**config.mk**
```make
export PLATFORM = sky130hd
export DESIGN_NAME = xfft_frame_sequencer
export DESIGN_NICKNAME = d
export VERILOG_FILES = /design/src/rtl/xfft_frame_sequencer.sv
export SDC_FILE = /design/constraint.sdc
export NUM_CORES = 1
export LEC_CHECK = 0
export ABC_AREA = 1
export CAP_MARGIN = 20
export CORE_MARGIN = 10
export CORE_UTILIZATION = 41
export DETAILED_ROUTE_END_ITERATION = 16
export PLACE_DENSITY = 0.73
export RECOVER_POWER = 100
export SLEW_MARGIN = 10
export SYNTH_ARGS = -nofsm -noshare
export SYNTH_HDL_FRONTEND = slang
export SYNTH_SLANG_ARGS = --single-unit
```
**constraint.sdc**
```tcl
create_clock -name axis_clk -period 1.6 [get_ports axis_clk]
set_input_delay 0.4 -clock axis_clk [delete_from_list [all_inputs] [get_ports axis_clk]]
set_output_delay 0.4 -clock axis_clk [all_outputs]
set_load 0.02 [all_outputs]
```
**src/rtl/xfft_frame_sequencer.sv**
```systemverilog
// Frame sequencer for an AXI-stream FFT core: one config word per frame, tlast generation, result frame counting.
// Optional result framing check is compiled in when XFFT_SEQ_LAST_CHECK_EN is defined.
module xfft_frame_sequencer #(
  parameter int unsigned P_SAMPLE_NUM     = 1,
  parameter int unsigned P_FIXED_WID      = 16,
  parameter int unsigned P_FFT_NUM_SAMPLE = 256,
  parameter int unsigned P_CONFIG_WID     = 16,
  parameter int unsigned P_WID            = 2 * P_SAMPLE_NUM * P_FIXED_WID,
  parameter int unsigned P_BEATS          = P_FFT_NUM_SAMPLE / P_SAMPLE_NUM
) (
  input  logic                    axis_clk,
  input  logic                    axis_reset_n,
  input  logic                    ctl_start,
  input  logic                    ctl_stop,
  input  logic [15:0]             ctl_frames,
  input  logic                    ctl_inverse,
  input  logic [P_CONFIG_WID-2:0] ctl_scale,
  output logic                    sts_busy,
  output logic                    sts_done,
  output logic [15:0]             sts_frame_cnt,
  output logic                    sts_err,
  output logic [7:0]              sts_err_cnt,
  output logic                    m_cfg_tvalid,
  input  logic                    m_cfg_tready,
  output logic [P_CONFIG_WID-1:0] m_cfg_tdata,
  input  logic                    s_axis_tvalid,
  output logic                    s_axis_tready,
  input  logic [P_WID-1:0]        s_axis_tdata,
  output logic                    m_axis_tvalid,
  input  logic                    m_axis_tready,
  output logic [P_WID-1:0]        m_axis_tdata,
  output logic                    m_axis_tlast,
  input  logic                    res_tvalid,
  input  logic                    res_tready,
  input  logic                    res_tlast
);

  localparam int unsigned BEAT_W = (P_BEATS > 1) ? $clog2(P_BEATS) : 1;
  localparam logic [BEAT_W-1:0] LAST_BEAT = BEAT_W'(P_BEATS - 1);

  typedef enum logic [2:0] {IDLE, CFG, DATA, DRAIN, DONE} state_t;

  state_t                  state;
  logic [15:0]             frames;
  logic [15:0]             issued;
  logic [15:0]             done_cnt;
  logic                    stop_pend;
  logic [BEAT_W-1:0]       beat_cnt;
  logic                    busy;
  logic                    done;
  logic                    cfg_valid;
  logic [P_CONFIG_WID-1:0] cfg_word;

  logic        in_data;
  logic        beat_hs;
  logic        res_frame;
  logic        start_acc;
  logic [15:0] issued_nxt;

  // Zero-latency sample path, gated to the DATA phase
  assign in_data       = (state == DATA);
  assign m_axis_tvalid = in_data & s_axis_tvalid;
  assign s_axis_tready = in_data & m_axis_tready;
  assign m_axis_tdata  = s_axis_tdata;
  assign m_axis_tlast  = in_data & (beat_cnt == LAST_BEAT);

  assign beat_hs    = m_axis_tvalid & m_axis_tready;
  assign res_frame  = res_tvalid & res_tready & res_tlast;
  assign start_acc  = (state == IDLE) & ctl_start;
  assign issued_nxt = issued + 16'd1;

  assign sts_busy      = busy;
  assign sts_done      = done;
  assign sts_frame_cnt = done_cnt;
  assign m_cfg_tvalid  = cfg_valid;
  assign m_cfg_tdata   = cfg_word;

  always_ff @(posedge axis_clk) begin
    if (!axis_reset_n) begin
      state     <= IDLE;
      frames    <= '0;
      issued    <= '0;
      done_cnt  <= '0;
      stop_pend <= 1'b0;
      beat_cnt  <= '0;
      busy      <= 1'b0;
      done      <= 1'b0;
      cfg_valid <= 1'b0;
      cfg_word  <= '0;
    end else begin
      // Result monitor runs in every state; a start clears it below
      if (res_frame) done_cnt <= done_cnt + 16'd1;
      case (state)
        IDLE: begin
          if (start_acc) begin
            frames    <= ctl_frames;
            cfg_word  <= {ctl_scale, ~ctl_inverse};
            issued    <= '0;
            done_cnt  <= '0;
            stop_pend <= 1'b0;
            beat_cnt  <= '0;
            busy      <= 1'b1;
            cfg_valid <= 1'b1;
            state     <= CFG;
          end
        end
        CFG: begin
          if (ctl_stop) stop_pend <= 1'b1;
          if (cfg_valid && m_cfg_tready) begin
            cfg_valid <= 1'b0;
            state     <= DATA;
          end
        end
        DATA: begin
          if (ctl_stop) stop_pend <= 1'b1;
          if (beat_hs) begin
            if (beat_cnt == LAST_BEAT) begin
              beat_cnt <= '0;
              issued   <= issued_nxt;
              if ((frames != 16'd0 && issued_nxt == frames) || stop_pend || ctl_stop) begin
                state <= DRAIN;
              end else begin
                cfg_valid <= 1'b1;
                state     <= CFG;
              end
            end else begin
              beat_cnt <= beat_cnt + BEAT_W'(1);
            end
          end
        end
        DRAIN: begin
          if (done_cnt == issued) begin
            done  <= 1'b1;
            state <= DONE;
          end
        end
        DONE: begin
          done  <= 1'b0;
          busy  <= 1'b0;
          state <= IDLE;
        end
        default: state <= IDLE;
      endcase
    end
  end

`ifdef XFFT_SEQ_LAST_CHECK_EN
  logic [BEAT_W-1:0] res_cnt;
  logic              err_q;
  logic [7:0]        err_cnt_q;
  logic              res_hs;
  logic              res_bad;

  // A beat is misframed when tlast disagrees with the expected last position
  assign res_hs  = res_tvalid & res_tready;
  assign res_bad = res_hs & (res_tlast != (res_cnt == LAST_BEAT));

  always_ff @(posedge axis_clk) begin
    if (!axis_reset_n) begin
      res_cnt   <= '0;
      err_q     <= 1'b0;
      err_cnt_q <= '0;
    end else begin
      err_q <= res_bad;
      if (res_hs) res_cnt <= (res_tlast || res_cnt == LAST_BEAT) ? '0 : res_cnt + BEAT_W'(1);
      if (start_acc) err_cnt_q <= '0;
      else if (res_bad && err_cnt_q != 8'hFF) err_cnt_q <= err_cnt_q + 8'd1;
    end
  end

  assign sts_err     = err_q;
  assign sts_err_cnt = err_cnt_q;
`else
  assign sts_err     = 1'b0;
  assign sts_err_cnt = 8'd0;
`endif

endmodule

```
Word-level counts from Yosys, hierarchy flattened:

Index checks and enable logic that the tools add are counted.

* bits in registers: 79
* bits of input ports: 74
* output and inout port bits: 79
* word-level logic and storage cells: 85

* $add $sub $neg: 3
* eq/ne operators: 14
* muxes and demuxes: 30
* bitwise logic cells: 8
* reduce and logical (&&, ||, !) cells: 20

Operator list (count)
* $mux W16: 6
* $add A16 B1 Y16 const B: 2
* $eq A16 B16 Y1: 2
* $pmux W16 S2: 1
* $mux W8: 3
* $pmux W8 S2: 1
* $reduce_bool A16 Y1: 1
* $mux W3: 5
* $pmux W3 S4: 1
* $add A8 B1 Y8 const B: 1
* $eq A8 B8 Y1 const B: 1
* $mux W1: 8
* $ne A2 B2 Y1 const B: 4
* $reduce_bool A2 Y1: 4
* $and A1 B1 Y1: 7
* $eq A3 B2 Y1 const B: 2
* $ne A2 B1 Y1 const B: 3
* $pmux W1 S2: 3
* $reduce_and A2 Y1: 3
* $reduce_and A3 Y1: 2
* $reduce_and A6 Y1: 1
* $reduce_and A5 Y1: 1
* $reduce_and A4 Y1: 1
* $eq A3 B1 Y1 const B: 1
* 9 further kinds: 11

Longest topological paths before layout:

* word-level depth: 9
* depth in mapped cells: 15
* gate-level depth less buffers: 15

Worst setup path before layout:

No wires, ideal clock.

* kind: reg-to-reg
* start point: register beat_cnt[0]
* end point: register issued[14]
* library setup time: 0.075 ns
* data arrival time: 1.795 ns
* required time: 1.525 ns
* path slack: -0.270 ns
* cell stages (with the launch flop): 11
* path buffers: 1
* period minus slack after synthesis: 1.870 ns
* cell sequence: dfxtp_1 > ha_1 > nand3_1 > nor2_1 > nand2_1 > inv_1 > nand3_1 > nor2_1 > nand3b_1 > buf_2 > o22ai_1

* word-level cells in the longest chain between the ends: 3

Ends and longest elaborated chain
* from (decl): line 48 `logic [BEAT_W-1:0] beat_cnt;`
* from (signal assigned): line 127 `beat_cnt <= beat_cnt + BEAT_W'(1);`
* $eq A8 B8 Y1: line 117 `if (beat_cnt == LAST_BEAT) begin`
* $ne A2 B1 Y1 (no source line)
* $reduce_and A4 Y1 (no source line)
* to (signal assigned): line 119 `issued <= issued_nxt;`
* to (decl): line 45 `logic [15:0] issued;`

Every way passes these cells.
A chain may end at the register's enable or synchronous reset.

Worst setup path after layout:

* start point: register issued[1]
* end point: register cfg_valid (netlist: m_cfg_tvalid)

* word-level cells in the longest chain between the ends: 7

Ends and longest elaborated chain
* $add A16 B1 Y16: line 70 `assign issued_nxt = issued + 16'd1;`
* $eq A16 B16 Y1: line 120 `if ((frames != 16'd0 && issued_nxt == frames) || stop_pend || ctl_stop) begin`
* $logic_and A1 B1 Y1: line 120
* $logic_or A1 B1 Y1 (2 in a row): line 120
* $ne A2 B2 Y1 (no source line)
* $reduce_and A6 Y1 (no source line)
* to (signal assigned): line 103 `cfg_valid <= 1'b1;`
* to (signal assigned): line 110 `cfg_valid <= 1'b0;`
* to (signal assigned): line 123 `cfg_valid <= 1'b1;`
* to (decl): line 51 `logic cfg_valid;`

Every way passes these cells.

==> results by group <==
Final layout
  – Area overhead of the layout relative to synthesis: 54.68%
  – Antenna Cells: 0
  – Total Nets Final: slightly below 900
  – Fraction of final layout cells with drive strength greater than 1: roughly a third

Detailed routing
  – Total via count after detailed routing: ~4800
  – Antenna-violating nets left: 0
  – Vias per cell: around 5.2
  – Drt wl/cell: 16.01 um
  – Detailed-route wire length: roughly 15 mm
  – Iter 0 DRT Violations: about 280
  – # DRC: 0
  – 1st-pass router iterations: 5

Yosys
  – Commonest cells in the netlist: nand2_1 (122), dfxtp_1 (79), nor2_1 (77)
  – Most frequently used cell type in the post-synthesis netlist: nand2_1
  – Share of the yosys chip area belonging to registers: a little over a third
  – Post-synthesis sequential element count: 79
  – Synth Area per Inst: 6.966 um^2
  – Share of the synthesized area in the top cell type: a little over a third
  – Number of distinct library cells after synthesis: 37
  – Count of mapped cells out of synthesis: 627
  – Fraction of registers with async set/reset: 0%
  – Number of flops mapped to enable cells by yosys: 0
  – Leading post-synthesis cells by cell area: dfxtp_1 (36%), nand2_1 (10%), buf_4 (7.2%)
  – Most instantiated flip-flop cell in the synthesis netlist: dfxtp_1
  – Syn Std Cell Area: 4368 um^2
  – Cell type with the largest total area after synthesis: dfxtp_1
  – Number of warning messages in the yosys log: 0

Job
  – Max-cap violation count: 0

Worst hold path
  – Hold EP: sts_busy$_SDFFE_PN0P_
  – Worst hold path stage count: 2
  – Type of the worst min-delay path: reg2reg
  – Source of the worst hold timing path: sts_busy$_SDFFE_PN0P_

Outcome
  – Failing checks: negative setup slack
  – Result of the run: finished, violations left

Clock tree
  – CTS HTree Levels: 3
  – Number of buffers on the longest clock path: 2
  – Clock root buffer master: clkbuf_8
  – Inserted Clock Buffers: 9
  – Clock tree from TritonCTS: done
  – Total of hold buffers inserted after clock tree synthesis: 0
  – Clk Latency, worst-skew pair: about 0.37 ns
  – CTS clk-pin slew, worst paths: around 0.090 ns
  – Number of clock sinks: about 80

GRT
  – Overflow left after global routing: 0
  – Largest net degree at the start of global routing: 34
  – Overall routing resource usage: a little under a fifth
  – Via count of the first global-routing pass: between 4000 and 5000
  – Initial antenna violation count: 0
  – Global-route wire length before repair: about 23 mm

Power and ir drop
  – Net switching power figure: between 2 and 3 mW
  – Net switching share of the total power: between 30% and 40%
  – Comb power frac: 42.5%
  – Leakage Power: approximately 3.1 nW
  – Internal power contribution: 4.366 mW
  – Overall power consumption: a little over 7 mW
  – Peak supply drop: between 0.7 and 0.8 mV
  – Clock power share: between 20% and 30%
  – Areal power density over the cells: between 1000 and 1500 nW/um^2
  – Seq pwr share: between 30 and 40%

Floorplanning
  – Cell row count: 37
  – Top-Level Pins: about 150
  – Initial Util: between 40% and 50%
  – Die area: ~15000 um^2
  – Die Span X: approximately 120 um
  – Die Span Y: between 100 and 150 um
  – Core area: between 10000 and 15000 um^2

Critical path
  – Count of cells along the worst register-to-register path: 16
  – Worst R2R Setup Slack: -0.49 ns
  – Endpoint required time on the critical path: between 1.5 and 2 ns
  – Worst reg2reg startpoint: issued[1]$_SDFFE_PN0P_
  – Startpoint Class: flop
  – Worst reg2reg endpoint: m_cfg_tvalid$_SDFFE_PN0P_
  – Worst EP arrival: approximately 2.4 ns
  – Type of the worst setup path: reg2reg
  – Start point of the critical path: issued[1]$_SDFFE_PN0P_
  – Critical path endpoint category: flop
  – Maximum fanout along the worst path: 6

Timing
  – Maximum clock rate: 478.4 MHz
  – Clock tree skew after final layout: just over 0.008 ns
  – Count of final setup violators: 67
  – Unrepaired setup endpoints after global routing: yes
  – Worst hold slack across all endpoints: 0.4795 ns
  – Final worst-path cycle share: 130.7%
  – Number of max-slew violations in the final report: 0
  – Headroom to the max-slew limit: between 50 and 60%
  – Time the final worst path needs with I/O delays and setup: 2.090 ns
  – Transition time of the tightest slew-check pin: 0.6348 ns
  – Setup ws final: -0.4904 ns
  – Endpoints failing hold: 0

Placement
  – Worst Setup Slack post-DPL: -0.5922 ns
  – Number of buffer cells added on primary ports: approximately 80
  – HPWL after detailed placement: ~10 mm
  – Final estimated routing congestion in global placement: around 0.9
-- registers in the layout (all words and copies together), names as in the netlist --
| register | flops |
|---|---|
| m_cfg_tvalid | 1 |
| m_cfg_tdata | 16 |
| issued | 16 |
| sts_done | 1 |
| state | 3 |
| sts_busy | 1 |
| stop_pend | 1 |
| sts_frame_cnt | 16 |
| beat_cnt | 8 |
| frames | 16 |
-- worst max path at each step --
stage | end | cells past startpoint
2_1_floorplan | sts_frame_cnt[15]$_SDFF_PN0_ | 11
3_3_place_gp | sts_frame_cnt[14]$_SDFF_PN0_ | 11
3_5_place_dp | sts_frame_cnt[14]$_SDFF_PN0_ | 11
4_1_cts | m_axis_tlast | 8
5_1_grt | m_cfg_tvalid$_SDFFE_PN0P_ | 15
6_report | m_cfg_tvalid$_SDFFE_PN0P_ | 16
-- power groups by stage --
stage,Clock [mW],Sequential [mW],Combinational [mW]
finish,1.64,2.46,3.03
global route,1.76,2.49,3.26
CTS,1.64,2.45,2.62
detailed placement,0,2.49,2.41
global placement,0,2.48,2.38
floorplan,0,2.64,1.35
-- repair_timing --
action / CTS / global route
pin swaps: 42 / 43
gates cloned: 2 / 3
endpoints found under the setup margin: 72 / 61
buffers inserted: 26 / 10
gates resized for setup: 122 / 81
-- critical path, stage by stage (launching register included) --
cell and delay (ns):
dfxtp_4 0.36, buf_6 0.13, nand2_4 0.06, nor2_4 0.06, buf_4 0.14, nand2_1 0.09
nand2_1 0.09, nand3_1 0.09, nand2_1 0.07, nor2_1 0.12, nand2_1 0.08, nor2_1 0.22
nand3_1 0.16, nand2_1 0.12, nand2_2 0.08, nand2_2 0.07, a21oi_2 0.05
-- stage by stage --
stage | util [%] | TNS [ns] | instances | instance area [um^2]
6_report | 65.15 | -4.665 | 930 | 6756
5_1_grt | 65.15 | -10.61 | 930 | 6756
4_1_cts | 62.09 | -2.627 | 923 | 6439
3_5_place_dp | 56.02 | -16.56 | 883 | 5809
3_3_place_gp | 56.02 | -14.88 | 883 | 5809
2_1_floorplan | - | 0 | 635 | 4541
-- metal layers --
metal  up-vias  GRT usage (%)  routed length [um]
met5         -              0                   0
met4         0          8.370                 517
met3        70          6.882                1443
met2       210          31.76                7314
met1      2244          20.10                5616
li1       2324              -                   -
-- cell families (layout without fill, tap and decap cells) --
family / count (synthesis) / count (layout) / synth area share (%)
xor gates and xnor gates: 24 / 24 / 5.128
other: 1 / 9 / 0.08585
adders and majority gates: 3 / 3 / 0.8594
buffers and inverters: 123 / 280 / 14.26
DFF: 79 / 79 / 36.21
and+or+nand+nor: 304 / 306 / 31.65
AOI/OAI and AO/OA: 92 / 92 / 11.57
muxes: 1 / 1 / 0.2292
-- area by class of cell --
class / count / area [um^2]
Inverter: 68 / 265.3
Fill cell: 846 / 3613
Sequential cell: 79 / 1610
Clock buffer: 10 / 148.9
Tap cell: 136 / 170.2
Multi-Input combinational cell: 435 / 2720
Clock inverter: 6 / 67.56
Timing Repair Buffer: 196 / 1774
-- cells in the final DEF, fill, tap and decap left out, drive strengths merged --
cell / n
clkinv: 4
o21a: 1
clkdlybuf4s50: 37
nor3b: 4
xnor2: 3
nor2: 91
xor2: 20
mux2i: 1
buf: 118
nor3: 8
inv: 67
o21bai: 1
clkbuf: 13
dlymetal6s2s: 1
dfxtp: 79
dlygate4sd2: 36
bufinv: 1
clkinvlp: 2
nor4: 2
nand3b: 1
nand2: 133
nand3: 50
o21ai: 36
and3: 2
a21oi: 32
clkdlybuf4s15: 1
ha: 3
a211oi: 4
conb: 9
xnor3: 1
o22ai: 18
nand4: 15
Power figures use the tool's default switching activity.
